--- config.mk ---
export PLATFORM = sky130hd
export DESIGN_NAME = mips_alu_control
export DESIGN_NICKNAME = d
export VERILOG_FILES = /design/src/rtl/mips_alu_pkg.sv /design/src/rtl/mips_mdu_iter.sv /design/src/rtl/mips_alu_control.sv
export SDC_FILE = /design/constraint.sdc
export NUM_CORES = 1
export LEC_CHECK = 0
export ABC_AREA = 0
export CAP_MARGIN = 20
export CORE_MARGIN = 3
export CORE_UTILIZATION = 45
export DETAILED_ROUTE_END_ITERATION = 12
export SYNTH_ARGS = -nofsm -noshare
export SYNTH_HDL_FRONTEND = slang
export SYNTH_SLANG_ARGS = --single-unit
--- constraint.sdc ---
create_clock -name clk -period 6.69 [get_ports clk]
set_input_delay 1.6725 -clock clk [delete_from_list [all_inputs] [get_ports clk]]
set_output_delay 1.6725 -clock clk [all_outputs]
set_load 0.01 [all_outputs]
--- src/rtl/mips_alu_pkg.sv ---
// ============================================================================
// Module      : mips_alu_pkg
// Description : Shared ALU control codes, ALUOp/funct/opcode constants, MDU
//               state encoding and the combinational control-code decoder.
// Revision    : 1.0 - initial release
// ============================================================================
`default_nettype none

package mips_alu_pkg;

   localparam logic [3:0] CTL_AND = 4'd0;
   localparam logic [3:0] CTL_OR  = 4'd1;
   localparam logic [3:0] CTL_ADD = 4'd2;
   localparam logic [3:0] CTL_SUB = 4'd6;
   localparam logic [3:0] CTL_SLT = 4'd7;
   localparam logic [3:0] CTL_NOR = 4'd12;

   typedef enum logic [1:0] {
      ALUOP_ADD   = 2'b00,
      ALUOP_SUB   = 2'b01,
      ALUOP_RTYPE = 2'b10,
      ALUOP_IMM   = 2'b11
   } aluOp_e;

   localparam logic [5:0] FN_MFHI  = 6'h10;
   localparam logic [5:0] FN_MFLO  = 6'h12;
   localparam logic [5:0] FN_MULT  = 6'h18;
   localparam logic [5:0] FN_MULTU = 6'h19;
   localparam logic [5:0] FN_DIV   = 6'h1A;
   localparam logic [5:0] FN_DIVU  = 6'h1B;
   localparam logic [5:0] FN_ADD   = 6'h20;
   localparam logic [5:0] FN_ADDU  = 6'h21;
   localparam logic [5:0] FN_SUB   = 6'h22;
   localparam logic [5:0] FN_SUBU  = 6'h23;
   localparam logic [5:0] FN_AND   = 6'h24;
   localparam logic [5:0] FN_OR    = 6'h25;
   localparam logic [5:0] FN_NOR   = 6'h27;
   localparam logic [5:0] FN_SLT   = 6'h2A;

   localparam logic [5:0] OP_SLTI  = 6'h0A;
   localparam logic [5:0] OP_ANDI  = 6'h0C;
   localparam logic [5:0] OP_ORI   = 6'h0D;

   localparam logic [1:0] ST_IDLE  = 2'd0;
   localparam logic [1:0] ST_MUL   = 2'd1;
   localparam logic [1:0] ST_DIV   = 2'd2;
   localparam logic [1:0] ST_FIX   = 2'd3;

   typedef struct packed {
      logic [3:0] ctl;
      logic       known;
   } ctlDecode_t;

   function automatic logic isMduFunct(input logic [5:0] funct);
      return (funct == FN_MULT) || (funct == FN_MULTU) ||
             (funct == FN_DIV)  || (funct == FN_DIVU);
   endfunction

   // Unknown immediates fall back to ADD; unknown functs to AND (code 0).
   function automatic ctlDecode_t decodeCtl(input logic [1:0] aluOp,
                                            input logic [5:0] opcode,
                                            input logic [5:0] funct);
      ctlDecode_t d;
      d.ctl   = CTL_ADD;
      d.known = 1'b1;
      case (aluOp)
         ALUOP_ADD: d.ctl = CTL_ADD;
         ALUOP_SUB: d.ctl = CTL_SUB;
         ALUOP_RTYPE: begin
            case (funct)
               FN_ADD, FN_ADDU, FN_MFHI, FN_MFLO: d.ctl = CTL_ADD;
               FN_SUB, FN_SUBU:                  d.ctl = CTL_SUB;
               FN_AND:                           d.ctl = CTL_AND;
               FN_OR:                            d.ctl = CTL_OR;
               FN_NOR:                           d.ctl = CTL_NOR;
               FN_SLT:                           d.ctl = CTL_SLT;
               FN_MULT, FN_MULTU, FN_DIV, FN_DIVU: d.ctl = CTL_ADD;
               default: begin
                  d.ctl   = CTL_AND;
                  d.known = 1'b0;
               end
            endcase
         end
         default: begin
            case (opcode)
               OP_ANDI: d.ctl = CTL_AND;
               OP_ORI:  d.ctl = CTL_OR;
               OP_SLTI: d.ctl = CTL_SLT;
               default: begin
                  d.ctl   = CTL_ADD;
                  d.known = 1'b0;
               end
            endcase
         end
      endcase
      return d;
   endfunction

endpackage

`default_nettype wire

--- src/rtl/mips_mdu_iter.sv ---
// ============================================================================
// Module      : mips_mdu_iter
// Description : Iterative one-bit-per-cycle shift-add multiplier / restoring
//               divider with HI/LO result registers.
// Revision    : 1.0 - initial release
// ============================================================================
`default_nettype none

module mips_mdu_iter #(
   parameter int XLEN    = 32,
   parameter int MDU_ITS = 32
) (
   input  logic            clk,
   input  logic            reset,
   input  logic            start,
   input  logic            isDiv,
   input  logic            isSigned,
   input  logic [XLEN-1:0] rsVal,
   input  logic [XLEN-1:0] rtVal,
   input  logic            iterate,
   input  logic            fix,
   output logic            lastIter,
   output logic [XLEN-1:0] hi,
   output logic [XLEN-1:0] lo
);

   localparam int CW = (MDU_ITS > 1) ? $clog2(MDU_ITS) : 1;

   logic [2*XLEN-1:0] r_acc;
   logic [XLEN-1:0]   r_divisor;
   logic [XLEN-1:0]   r_dividend;
   logic [CW-1:0]     r_count;
   logic              r_isDiv;
   logic              r_negQ;
   logic              r_negR;
   logic              r_divZero;
   logic [XLEN-1:0]   r_hi;
   logic [XLEN-1:0]   r_lo;

   logic [XLEN-1:0]   w_magA;
   logic [XLEN-1:0]   w_magB;
   logic [XLEN:0]     w_mulSum;
   logic [XLEN:0]     w_remShift;
   logic [XLEN:0]     w_trial;
   logic [2*XLEN-1:0] w_step;
   logic [2*XLEN-1:0] w_prod;
   logic [XLEN-1:0]   w_quot;
   logic [XLEN-1:0]   w_rem;

   assign w_magA = (isSigned && rsVal[XLEN-1]) ? -rsVal : rsVal;
   assign w_magB = (isSigned && rtVal[XLEN-1]) ? -rtVal : rtVal;

   // Multiply: add multiplicand into the upper half when the low bit is set, then shift right.
   assign w_mulSum   = {1'b0, r_acc[2*XLEN-1:XLEN]} + (r_acc[0] ? {1'b0, r_divisor} : '0);
   // Divide: shift remainder:quotient left, keep the trial subtraction if it does not go negative.
   assign w_remShift = r_acc[2*XLEN-1:XLEN-1];
   assign w_trial    = w_remShift - {1'b0, r_divisor};

   always_comb begin
      w_step = {w_mulSum, r_acc[XLEN-1:1]};
      if (r_isDiv) begin
         if (w_trial[XLEN])
            w_step = {w_remShift[XLEN-1:0], r_acc[XLEN-2:0], 1'b0};
         else
            w_step = {w_trial[XLEN-1:0], r_acc[XLEN-2:0], 1'b1};
      end
   end

   assign w_prod = r_negQ ? -r_acc : r_acc;
   assign w_quot = r_negQ ? -r_acc[XLEN-1:0] : r_acc[XLEN-1:0];
   assign w_rem  = r_negR ? -r_acc[2*XLEN-1:XLEN] : r_acc[2*XLEN-1:XLEN];

   always_ff @(posedge clk) begin
      if (reset) begin
         r_acc      <= '0;
         r_divisor  <= '0;
         r_dividend <= '0;
         r_count    <= '0;
         r_isDiv    <= 1'b0;
         r_negQ     <= 1'b0;
         r_negR     <= 1'b0;
         r_divZero  <= 1'b0;
         r_hi       <= '0;
         r_lo       <= '0;
      end else if (start) begin
         r_acc      <= {{XLEN{1'b0}}, w_magA};
         r_divisor  <= w_magB;
         r_dividend <= rsVal;
         r_count    <= '0;
         r_isDiv    <= isDiv;
         r_negQ     <= isSigned & (rsVal[XLEN-1] ^ rtVal[XLEN-1]);
         r_negR     <= isSigned & rsVal[XLEN-1];
         r_divZero  <= (rtVal == '0);
      end else if (iterate) begin
         r_acc   <= w_step;
         r_count <= r_count + 1'b1;
      end else if (fix) begin
         if (!r_isDiv) begin
            r_hi <= w_prod[2*XLEN-1:XLEN];
            r_lo <= w_prod[XLEN-1:0];
         end else if (r_divZero) begin
            r_hi <= r_dividend;
            r_lo <= '1;
         end else begin
            r_hi <= w_rem;
            r_lo <= w_quot;
         end
      end
   end

   assign lastIter = (r_count == CW'(MDU_ITS - 1));
   assign hi       = r_hi;
   assign lo       = r_lo;

endmodule

`default_nettype wire

--- src/rtl/mips_alu_control.sv ---
// ============================================================================
// Module      : mips_alu_control
// Description : Registered ALU control decode plus HI/LO mult/div sequencing.
//               ALUCTL_ILLEGAL_EN enables the illegal-instruction flag.
// Revision    : 1.0 - initial release
// ============================================================================
`default_nettype none

module mips_alu_control
   import mips_alu_pkg::*;
#(
   parameter int XLEN    = 32,
   parameter int MDU_ITS = 32
) (
   input  logic            clk,
   input  logic            reset,
   input  logic            in_valid,
   output logic            in_ready,
   input  logic [1:0]      alu_op,
   input  logic [5:0]      opcode,
   input  logic [5:0]      funct,
   input  logic [XLEN-1:0] rs_val,
   input  logic [XLEN-1:0] rt_val,
   output logic            out_valid,
   output logic [3:0]      alu_ctl,
   output logic            mf_sel,
   output logic [XLEN-1:0] mf_data,
   output logic            mdu_busy,
   output logic            illegal
);

   logic [1:0]      r_state;
   logic            r_outValid;
   logic [3:0]      r_aluCtl;
   logic            r_mfSel;
   logic [XLEN-1:0] r_mfData;

   logic            w_accept;
   logic            w_isMdu;
   logic            w_isMf;
   logic            w_beat;
   ctlDecode_t      w_dec;
   logic [3:0]      w_ctl;
   logic            w_lastIter;
   logic [XLEN-1:0] w_hi;
   logic [XLEN-1:0] w_lo;

   assign in_ready = (r_state == ST_IDLE);
   assign w_accept = in_valid & in_ready;
   assign w_isMdu  = (alu_op == ALUOP_RTYPE) && isMduFunct(funct);
   assign w_isMf   = (alu_op == ALUOP_RTYPE) && ((funct == FN_MFHI) || (funct == FN_MFLO));
   assign w_beat   = w_accept & ~w_isMdu;
   assign w_dec    = decodeCtl(alu_op, opcode, funct);

`ifdef ALUCTL_ILLEGAL_EN
   logic r_illegal;
   assign w_ctl = w_dec.known ? w_dec.ctl : CTL_AND;
   always_ff @(posedge clk) begin
      if (reset) r_illegal <= 1'b0;
      else       r_illegal <= w_beat & ~w_dec.known;
   end
   assign illegal = r_illegal;
`else
   assign w_ctl   = w_dec.ctl;
   assign illegal = 1'b0;
`endif

   mips_mdu_iter #(
      .XLEN    (XLEN),
      .MDU_ITS (MDU_ITS)
   ) u_mdu (
      .clk      (clk),
      .reset    (reset),
      .start    (w_accept & w_isMdu),
      .isDiv    (funct[1]),
      .isSigned (~funct[0]),
      .rsVal    (rs_val),
      .rtVal    (rt_val),
      .iterate  ((r_state == ST_MUL) || (r_state == ST_DIV)),
      .fix      (r_state == ST_FIX),
      .lastIter (w_lastIter),
      .hi       (w_hi),
      .lo       (w_lo)
   );

   always_ff @(posedge clk) begin
      if (reset) begin
         r_state <= ST_IDLE;
      end else begin
         case (r_state)
            ST_IDLE: if (w_accept && w_isMdu) r_state <= funct[1] ? ST_DIV : ST_MUL;
            ST_MUL,
            ST_DIV:  if (w_lastIter) r_state <= ST_FIX;
            default: r_state <= ST_IDLE;
         endcase
      end
   end

   always_ff @(posedge clk) begin
      if (reset) begin
         r_outValid <= 1'b0;
         r_aluCtl   <= '0;
         r_mfSel    <= 1'b0;
         r_mfData   <= '0;
      end else begin
         r_outValid <= w_beat;
         r_mfSel    <= w_beat & w_isMf;
         if (w_beat) begin
            r_aluCtl <= w_ctl;
            if (w_isMf) r_mfData <= (funct == FN_MFHI) ? w_hi : w_lo;
         end
      end
   end

   assign out_valid = r_outValid;
   assign alu_ctl   = r_aluCtl;
   assign mf_sel    = r_mfSel;
   assign mf_data   = r_mfData;
   assign mdu_busy  = (r_state != ST_IDLE);

endmodule

`default_nettype wire

==> impl_metrics.tcl <==
set metrics [dict create \
    cap_violations 0 \
    drtIter0Drc 1230 \
    share_clk_of_total_power_pct 20.0 \
    placer_congestion 0.9267 \
    initial_core_util_pct 45.99 \
    share_of_final_layout_standard_cells_stronger_than_drive_strength_1_pct 5.087 \
    mappedNetlistNets 2500 \
    setup.worst_path.class "flip-flop to flip-flop" \
    post_synth.cell_area_avg_sq_um 7.456 \
    ys_ff_latch 241 \
    comb_power_share_pct 58.8 \
    final_nets 2492 \
    drt-total-wl_mm 58.83 \
    yosys.cell_types.count 75 \
    synth.area.mux_share_pct 5.389 \
    asyncSetResetFlopFracSynth_pct 0 \
    setup-violations-final 0 \
    cells_after_synth 2345 \
    hold_buffers 0 \
    die_area_sq_um 41260 \
    timing_max_transition_violations_final 0 \
    route.met2.wl_mm 27.53 \
    detail_route.drc_violations 0 \
    grt_util_all_layers_pct 27.73 \
    synth_xor_xnor_area_share_pct 9.417 \
    antenna_violating_nets_post_route 0 \
    unrepaired_setup_endpoints_after_global_routing "false" \
    combinational_family_with_the_most_area_after_synthesis "compound AO/OA/AOI/OAI gates" \
    maximum_number_of_pins_on_one_net_before_global_route_repair 84 \
    timing.critical_path.from_type "flip-flop" \
    clock_tree.buffer_depth 3 \
    total_leakage_power_nw 7.044 \
    antenna-diode-count 0 \
    worst-endpoint-required_ns 7.14 \
    most_used_standard_cell_by_instance_count_after_synthesis "nor2_1" \
    critPathCaptureType "flip-flop" \
    detail_route.wirelength.met1_mm 25.30 \
    cp.arrival_ns 5.03 \
    switching_share_pct 48.27 \
    hold_viol_final 0 \
    vias 17050 \
    synth-simple-area-share_pct 20.55 \
    synth_top_area_share_pct 27.59 \
    total_switching_power_w 0.004091 \
    slew_of_the_pin_with_the_lowest_slew_margin_ns 0.9488 \
    dr_wl_met3_mm 2.929 \
    power.internal_w 0.004384 \
    buffer_cell_driving_the_clock_tree_root "clkbuf_16" \
    dpl.hpwl_mm 44.59 \
    maximum_ir_drop_on_the_vdd_rail_uv 458.9 \
    cts_inserted_buffers 29 \
    placement.io_buffers 120 \
    wl_per_cell_um 20.50 \
    min_period_over_period_pct 68.56 \
    finClkSkew_ns 0.01172 \
    insertion_delay_ns 0.57 \
    p_total_w 0.008476 \
    core-area_sq_um 38020 \
    grt_pass1_vias 16080 \
    numClockSinks 241 \
    grt_antenna_before_repair 0 \
    relSlewSlack_pct 36.67 \
    synthesis.area_sq_um 17480 \
    dp_slack_ns 1.788 \
    finalWorstSetupSlack_ns 2.103 \
    synthesis.yosys.warnings 0 \
    post_cts_buffers 0 \
    grt_overflow 0 \
    grt_pass1_wl_mm 91.61 \
    dr.pass1.iters 5 \
    synth_edf_count 0 \
    p_per_area_nw_per_um2 427.4 \
    top_level_ports 122 \
    synth-compound-area-share_pct 25.96 \
    clk_pin_slew_ns 0.06 \
    synthFlopType "dfxtp_1" \
    status "finished clean" \
    synth_top_cell_by_area "dfxtp_1" \
    synth_adder_area_share_pct 5.381 \
    summed_negative_setup_slack_over_all_endpoints_ns 0 \
    ys_top_cells_by_area "dfxtp_1 (28%), nor2_1 (6.5%), a211oi_1 (6.5%)" \
    synth_common_cells "nor2_1 (305), nand2_1 (243), dfxtp_1 (241)" \
    postCtsResizedCells 0 \
    worst-path-max-fanout 31 \
    tritoncts_clock_tree "yes" \
    holdCritPathClass "flip-flop to flip-flop" \
    post-route-min-period_ns 4.587 \
    fmaxAchievable_mhz 218.0 \
    htree_num_levels 1 \
    area_overhead_vs_synth_pct 13.42 \
    chipWidth_um 203.1 \
    vias_per_cell 5.942 \
    placementRows 71 \
    sequentialPowerShare_pct 21.2 \
    highest_layer "met4" \
    die-height_um 203.1 \
    synth_seq_area_share_pct 27.59 \
]
==> state kept, by name, indices dropped and copies added (netlist names), 2 cells and up <==
| register | count |
|---|---|
| u_mdu.lo | 32 |
| alu_ctl | 4 |
| u_mdu.r_acc | 64 |
| u_mdu.r_count | 5 |
| u_mdu.hi | 32 |
| mf_data | 32 |
| u_mdu.r_divisor | 32 |
| u_mdu.r_dividend | 32 |
| r_state | 2 |
==> power groups by stage <==
stage	Combinational (W)	Clock, W	Sequential [W]
finish	0.00498	0.00169	0.00180
global placement	0.00485	0	0.00181
detailed placement	0.00487	0	0.00182
global route	0.00545	0.00178	0.00181
CTS	0.00490	0.00173	0.00178
floorplan	0.00358	0	0.00166
==> layer usage <==
layer | vias to the layer above | GRT usage (%)
li1 | 8393 | -
met3 | 117 | 2.854
met1 | 8016 | 35.72
met4 | 0 | 12.59
met2 | 527 | 46.94
met5 | - | 0
==> logic make-up (layout without fill, tap and decap cells) <==
| logic type | Yosys count | count (layout) |
|---|---|---|
| adder cells (fa/ha/maj) | 74 | 74 |
| flip-flops | 241 | 241 |
| AND/OR/NAND/NOR | 795 | 795 |
| buffers and inverters | 254 | 268 |
| other | 1 | 1 |
| XOR/XNOR | 188 | 188 |
| multiplexers | 93 | 93 |
| AO/OA/AOI/OAI | 699 | 699 |
==> layout make-up <==
cell class	instances	area (sq um)
flip-flops and latches	241	4830
inverters	73	274.0
clock buffers	44	882.1
clock inverters	9	155.1
repair buffers	142	1368
fillers	3845	18190
well taps	511	639.4
multi-input cells	1850	11680
==> placed cells by master (no fill, tap or decap), drive strengths merged, types with 18 or more instances in the layout <==
master / instances
xnor2: 114
o31ai: 23
o21ai: 141
a211oi: 153
clkbuf: 44
xor2: 74
nand2b: 22
nor3: 39
nand4: 18
a31oi: 20
a21oi: 180
o211ai: 31
clkdlybuf4s50: 119
nand2: 243
buf: 23
mux2i: 84
nor2: 305
o22ai: 19
nor4: 20
nand3: 35
nor2b: 19
a21o: 28
ha: 72
dfxtp: 241
or3: 28
inv: 74
==> worst max-delay path, stage by stage (launching register included) <==
cell and delay [ns]:
dfxtp_1 0.41, inv_1 0.23, buf_4 0.38, nor2_1 0.15
fa_1 0.44, a21o_1 0.21, a221oi_1 0.64, a211oi_1 0.20
buf_4 0.20, a221oi_1 0.48, o31ai_1 0.22, a221oi_1 0.32
mux2_2 0.38, a21oi_1 0.12, a211oi_1 0.06
==> through the flow <==
step | instances | hold WS (ns) | area (sq um) | utilization, %
2_1_floorplan | 2345 | 0.4221 | 17480 | -
4_1_cts | 2870 | 0.4564 | 19830 | 52.16
3_3_place_gp | 2817 | 0.4410 | 18790 | 49.43
5_1_grt | 2870 | 0.4738 | 19830 | 52.16
6_report | 2870 | 0.4577 | 19830 | 52.16
3_5_place_dp | 2817 | 0.4488 | 18790 | 49.43
==> path summary, 6_finish.rpt <==
check / start / to / slack [ns] / cells after the start
setup / recovery: u_mdu.r_acc[0]$_SDFFE_PP0N_ / u_mdu.r_acc[61]$_SDFFE_PP0N_ / 2.10 / 14
setup reg to reg: u_mdu.r_acc[0]$_SDFFE_PP0N_ / u_mdu.r_acc[61]$_SDFFE_PP0N_ / 2.10 / 14
hold / removal: u_mdu.r_divisor[31]$_SDFFE_PP0N_ / u_mdu.r_divisor[31]$_SDFFE_PP0N_ / 0.46 / 2
hold reg to reg: u_mdu.r_divisor[31]$_SDFFE_PP0N_ / u_mdu.r_divisor[31]$_SDFFE_PP0N_ / 0.46 / 2
Power figures use the tool's default switching activity.
